--- src/rtl/fp_result_drain.sv ---
// Result-side collector: buffers FP results/flags in a small FIFO and streams them out
// with frame position, last marker, sticky exception flags and a sticky drop error.
module fp_result_drain #(
    parameter int WIDTH  = 8,
    parameter int FLAG_W = 6,
    parameter int DEPTH  = 4,
    parameter int N      = 4
) (
    input  logic                       clk,
    input  logic                       rst_n,
    input  logic                       in_valid_i,
    output logic                       in_ready_o,
    input  logic [WIDTH-1:0]           in_data_i,
    input  logic [FLAG_W-1:0]          in_flags_i,
    output logic                       out_valid_o,
    input  logic                       out_ready_i,
    output logic [WIDTH-1:0]           out_data_o,
    output logic [FLAG_W-1:0]          out_flags_o,
    output logic [$clog2(N)-1:0]       out_idx_o,
    output logic                       out_last_o,
    output logic [$clog2(DEPTH+1)-1:0] count_o,
    output logic [FLAG_W-1:0]          sticky_flags_o,
    output logic                       drop_err_o,
    input  logic                       sticky_clr_i
);
    localparam int AW = $clog2(DEPTH);
    localparam int CW = $clog2(DEPTH + 1);
    localparam int IW = $clog2(N);
    localparam int EW = WIDTH + FLAG_W;

    logic [EW-1:0]     mem_q [DEPTH];
    logic [AW-1:0]     wr_ptr_q, wr_ptr_d;
    logic [AW-1:0]     rd_ptr_q, rd_ptr_d;
    logic [CW-1:0]     count_q, count_d;
    logic [IW-1:0]     idx_q, idx_d;
    logic [FLAG_W-1:0] sticky_q, sticky_d;
    logic              drop_q, drop_d;
    logic              push, pop;

    // Handshake flags depend only on registered occupancy, never on the peer's valid/ready.
    assign in_ready_o  = (count_q != CW'(DEPTH));
    assign out_valid_o = (count_q != '0);
    assign push        = in_valid_i & in_ready_o;
    assign pop         = out_valid_o & out_ready_i;

    generate
        for (genvar gi = 0; gi < DEPTH; gi++) begin : g_entry
            always_ff @(posedge clk or negedge rst_n) begin
                if (!rst_n) begin
                    mem_q[gi] <= '0;
                end else if (push && (wr_ptr_q == AW'(gi))) begin
                    mem_q[gi] <= {in_data_i, in_flags_i};
                end
            end
        end
    endgenerate

    always_comb begin
        wr_ptr_d = wr_ptr_q;
        rd_ptr_d = rd_ptr_q;
        count_d  = count_q;
        idx_d    = idx_q;
        if (push) begin
            wr_ptr_d = (wr_ptr_q == AW'(DEPTH - 1)) ? '0 : wr_ptr_q + 1'b1;
        end
        if (pop) begin
            rd_ptr_d = (rd_ptr_q == AW'(DEPTH - 1)) ? '0 : rd_ptr_q + 1'b1;
            idx_d    = (idx_q == IW'(N - 1)) ? '0 : idx_q + 1'b1;
        end
        if (push && !pop) begin
            count_d = count_q + 1'b1;
        end else if (pop && !push) begin
            count_d = count_q - 1'b1;
        end
        // A clear in the same cycle as a new event keeps the new event.
        sticky_d = (sticky_clr_i ? '0 : sticky_q) | (push ? in_flags_i : '0);
        drop_d   = (sticky_clr_i ? 1'b0 : drop_q) | (in_valid_i & ~in_ready_o);
    end

    always_ff @(posedge clk or negedge rst_n) begin
        if (!rst_n) begin
            wr_ptr_q <= '0;
            rd_ptr_q <= '0;
            count_q  <= '0;
            idx_q    <= '0;
            sticky_q <= '0;
            drop_q   <= 1'b0;
        end else begin
            wr_ptr_q <= wr_ptr_d;
            rd_ptr_q <= rd_ptr_d;
            count_q  <= count_d;
            idx_q    <= idx_d;
            sticky_q <= sticky_d;
            drop_q   <= drop_d;
        end
    end

    assign {out_data_o, out_flags_o} = mem_q[rd_ptr_q];
    assign out_idx_o      = idx_q;
    assign out_last_o     = (idx_q == IW'(N - 1));
    assign count_o        = count_q;
    assign sticky_flags_o = sticky_q;
    assign drop_err_o     = drop_q;

endmodule
--- config.mk ---
export PLATFORM = sky130hd
export DESIGN_NAME = fp_result_drain
export DESIGN_NICKNAME = d
export VERILOG_FILES = /design/src/rtl/fp_result_drain.sv
export SDC_FILE = /design/constraint.sdc
export NUM_CORES = 1
export LEC_CHECK = 0
export CAP_MARGIN = 20
export CORE_MARGIN = 3
export CORE_UTILIZATION = 58
export CTS_CLUSTER_DIAMETER = 50
export DETAILED_ROUTE_END_ITERATION = 6
export HOLD_SLACK_MARGIN = 0.03
export PLACE_DENSITY = 0.88
export SKIP_CTS_REPAIR_TIMING = 1
export SKIP_LAST_GASP = 1
export SLEW_MARGIN = 25
export SYNTH_ARGS = -nofsm -noshare
export SYNTH_HDL_FRONTEND = slang
export SYNTH_SLANG_ARGS = --single-unit
--- constraint.sdc ---
create_clock -name clk -period 3.7 [get_ports clk]
set_input_delay 0.74 -clock clk [delete_from_list [all_inputs] [get_ports clk]]
set_output_delay 0.74 -clock clk [all_outputs]
set_load 0.02 [all_outputs]
=== After elaboration in Yosys (flattened, before gate mapping) ===
Index checks and enable logic that the tools add are counted.

* $add $sub $neg: 5
* Magnitude comparators: 1
* Eq/ne operators: 6
* Mux-type cells: 11
* Bitwise logic cells: 7
* Reductions and logical operators: 11

{| class="wikitable"
|+ Operators by type and width
! operator !! count
|-
| $bmux W14 S2 || 1
|-
| $mux W14 || 2
|-
| $mux W6 || 2
|-
| $eq A2 B2 Y1 const B || 4
|-
| $add A2 B1 Y2 const B || 3
|-
| $logic_and A1 B1 Y1 || 6
|-
| $mux W2 || 3
|-
| $mux W3 || 2
|-
| $or A6 B6 Y6 || 1
|-
| $add A3 B1 Y3 const B || 1
|-
| $and A1 B1 Y1 || 3
|-
| $ge A3 B3 Y1 const B || 1
|-
| $ne A3 B3 Y1 const B || 1
|-
| $not A2 Y3 || 1
|-
| $reduce_bool A3 Y1 || 1
|-
| $sub A3 B1 Y3 const B || 1
|-
| $eq A2 B1 Y1 const B || 1
|-
| $logic_not A1 Y1 || 2
|-
| $logic_not A2 Y1 || 1
|-
| $reduce_bool A2 Y1 || 1
|-
| $mux W1 || 1
|-
| $not A1 Y1 || 1
|-
| $or A1 B1 Y1 || 1
|}

* Register bits after elaboration: 72
* Input bits: 19
* Output and inout port bits: 29
* Word-level logic and storage cells: 51

=== Logic depth before layout (Yosys ltp) ===
* Depth in word-level cells: 6
* Depth in mapped cells: 9
* Mapped depth without buffers: 8

=== Worst setup path before layout ===
No wires, ideal clock.

* Path type: flip-flop to flip-flop
* From: reg count_q[0], in the netlist count_o[0]
* To: reg count_q[2], in the netlist count_o[2]
* Setup time: 80 ps
* Arrival: 2220 ps
* Required time: 3620 ps
* Path slack: 1400 ps
* Cell stages (with the launch flop): 9
* Buffers on the path: 0
* Period minus slack after synthesis: 2300 ps
* Cells stage by stage: dfrtp_1 or3_1 nand2_1 ha_1 inv_1 fa_1 xor2_1 nor2_1 xor2_1

* Word-level cells in the longest chain between the ends: 5
* Elaborated cells between the ends (all ways): 13
* Those cells by class: 2 x add/sub; 1 x eq/ne; 2 x mux; 2 x bitwise; 6 x reduce/logical

{| class="wikitable"
|+ Ends and longest elaborated chain
! item !! line !! RTL
|-
| start: declaration || 34 || <nowiki>logic [CW-1:0] count_q, count_d;</nowiki>
|-
| start signal: assignment || 91 || <nowiki>count_q <= count_d;</nowiki>
|-
| $reduce_bool A3 Y1 * || 42 || <nowiki>assign out_valid_o = (count_q != '0);</nowiki>
|-
| via out_valid_o || 15 || <nowiki>output logic out_valid_o,</nowiki>
|-
| $and A1 B1 Y1 * || 44 || <nowiki>assign pop = out_valid_o & out_ready_i;</nowiki>
|-
| $logic_not A1 Y1 || 70 || <nowiki>if (push && !pop) begin</nowiki>
|-
| $logic_and A1 B1 Y1 || 70 ||
|-
| $mux W3 / $reduce_bool A2 Y1 (equally long branches) || -- ||
|}

The timed path passes the listed nets; every way through them passes the cells marked *. The select of a mux whose other input is x is not followed.
A chain may end at the register's enable or synchronous reset.

=== Worst setup path in the final report ===
* From: reg rd_ptr_q[0]
* To: out out_data_o[6]

* Word-level cells in the longest chain between the ends: 4

{| class="wikitable"
|+ Ends and longest elaborated chain
! item !! line !! RTL
|-
| start: declaration || 33 || <nowiki>logic [AW-1:0] rd_ptr_q, rd_ptr_d;</nowiki>
|-
| start signal: assignment || 90 || <nowiki>rd_ptr_q <= rd_ptr_d;</nowiki>
|-
| $not A2 Y3 (not written as such) || 98 || <nowiki>assign {out_data_o, out_flags_o} = mem_q[rd_ptr_q];</nowiki>
|-
| $bmux W14 S2 || 98 ||
|-
| $mux W14 (not written as such) (2 in a row) || 98 ||
|-
| end: declaration || 17 || <nowiki>output logic [WIDTH-1:0] out_data_o,</nowiki>
|}

Every way passes these cells. The select of a mux whose other input is x is not followed.

==> reports/metrics.yaml <==
run_status:
  outcome: "completed"
synth:
  synth_warnings: 0
  synth-seq-cells: 72
  syn_area_sq_um: 3180
  ys_seq_area_frac: 0.566
  synth.avg_cell_area_sq_um: 16.2
  synth_top_area_frac: 0.566
  synthCells: 196
  synth_cell_types: 17
  synth_area_leaders: "dfrtp_1 (57%), mux2_2 (22%), mux4_2 (9.9%)"
  yosysTopAreaCell: "dfrtp_1"
  syn_nets: 223
setup_path:
  crit_type: "flip-flop to output port"
  start_kind: "flip-flop"
  worstPathRequired_ns: 2.96
  cp_max_fo: 10
  arrival_ns: 2.39
  crit_path_end_kind: "output port"
floorplanning:
  ioPinCount: 48
  die_x_microns: 80.1
  die_h_microns: 80.1
  die_area_sq_um: 6420
  core_area_sq_um: 5200
  start_util: 0.612
  std_cell_rows: 26
sta:
  period_minus_slack_ns: 3.13
  hold_viol: 0
  tightest_slew_ns: 0.717
  fin_tns_setup_ns: 0
  clock_skew_ns: 0.00625
  slew_headroom: 0.522
  min_period_over_period: 0.847
  rsz0062_at_grt: "false"
  holdWs_ns: 0.381
  final_max_slew_viol_count: 0
  fmax_ghz: 0.319
  finalSetupViolCount: 0
global_routing:
  antenna_found_initial: 0
  grt_remaining_overflow: 0
  grt_pass1_wl_microns: 10500
  grt.total_usage: 0.224
  grt_max_degree: 47
  grt_pass1_vias: 2008
place:
  hpwl_microns: 4150
  dp.cells: 313
  io_buffers: 47
  gp_congestion: 0.697
cells_and_area:
  syn2layout_area_growth_pct: 24.9
  fin_util: 0.764
  drive_gt1_frac: 0.398
  register_area_sq_um: 1800
  multi_input_area_sq_um: 1300
  layout_commonest_cell: "dfrtp_1"
  num_antenna_cells: 0
  stdcell_count: 329
  most-common-layout-cells: "dfrtp_1 (72), mux2_2 (63), clkdlybuf4s50_1 (46), mux4_2 (14), clkbuf_8 (12)"
  num-fill-cells: 313
  final_net_count: 281
cts:
  root_buffer: "clkbuf_8"
  cts_sinks: 72
  htreeDepth: 3
  clock_path_buffers: 2
  tritoncts: "done"
  path_clk_slew_ns: 0.08
  cts_buffers: 9
  clock_latency_ns: 0.34
detailed_routing:
  drtPass1Iterations: 4
  ant_nets: 0
  drt-vias-per-instance: 5.57
  vias: 1834
  drc: 0
  wire_per_inst_microns: 18.6
  wl_microns: 6130
  drt_iter0_drc: 138
pwr:
  p_leak_nw: 1.68
  total_power_w: 0.00400
  peakVddDrop_mv: 0.623
  power_density_nw_per_um2: 1010
min_path:
  hold_class: "input pin to asynchronous set/reset pin"
run:
  maxCapViolCount: 0
==> cell families after synthesis <==
logic type | after synthesis | synth area share
muxes | 77 | 0.322
DFF | 72 | 0.566
and+or+nand+nor | 16 | 0.0252
buffers and inverters | 13 | 0.0259
adders and majority gates | 8 | 0.0338
AOI/OAI and AO/OA | 7 | 0.0193
xor gates and xnor gates | 3 | 0.00825
==> flip-flops by register name, summed over array words and instances (netlist names) <==
name,flops
count_o,3
drop_err_o,1
mem_q,56
out_idx_o,2
rd_ptr_q,2
sticky_flags_o,6
wr_ptr_q,2
==> path summary, 6_finish.rpt <==
check / startpoint / slack, ns / cells after the start / endpoint
max in group asynchronous: rst_n / 2.70 / 2 / mem_q[0]
min reg2reg: mem_q[19] / 0.51 / 1 / mem_q[19]
max reg2reg: count_o[0] / 1.42 / 8 / count_o[2]
min: rst_n / 0.38 / 1 / mem_q[39]
min in group clk: mem_q[19] / 0.51 / 1 / mem_q[19]
max: rd_ptr_q[0] / 0.57 / 3 / out_data_o[6]
==> routing by layer <==
layer	vias to the layer above	part of all wire	global-route usage
li1	829	-	-
met1	958	0.43	0.286
met2	36	0.52	0.361
met3	11	0.036	0.0527
met4	0	0.021	0.106
met5	-	0	0
==> worst max-delay path, cell delays in order, from the launching register on <==
cell and delay, ns:
dfrtp_1 0.65, buf_4 0.31, mux4_2 0.53, clkdlybuf4s50_1 0.56
==> where the power goes <==
| group | switching [W] | total (W) | leakage [nW] | internal [W] |
|---|---|---|---|---|
| sequential | 0.000279 | 0.00145 | 0.858 | 0.00117 |
| clock | 0.000289 | 0.000724 | 0.115 | 0.000435 |
| combinational | 0.000747 | 0.00182 | 0.711 | 0.00108 |
| total | 0.00132 | 0.00400 | 1.68 | 0.00268 |
==> final cells by class <==
class	count	area share
Sequential cell	72	0.453
Tap cell	70	0.0220
Timing Repair Buffer	55	0.133
Inverter	5	0.00472
Clock inverter	4	0.0189
Multi-Input combinational cell	111	0.327
Clock buffer	12	0.0415
==> synth_stat cells <==
master	n
clkbuf_1	1
buf_6	4
xnor2_1	1
xor2_1	2
mux2_2	63
buf_2	3
nand2_1	5
a22o_1	7
fa_1	1
inv_1	5
nor2_1	8
ha_1	7
mux4_2	14
nor2b_1	1
dfrtp_1	72
or3_1	1
nor3b_4	1
==> per-stage QoR <==
| stage | setup slack, ns | instance area [sq um] |
|---|---|---|
| 2_1_floorplan | 1.40 | 3180 |
| 3_3_place_gp | 0.914 | 3730 |
| 4_1_cts | 0.509 | 3970 |
| 6_report | 0.567 | 3980 |
| 5_1_grt | 0.399 | 3980 |
| 3_5_place_dp | 0.891 | 3730 |
Power figures use the tool's default switching activity.
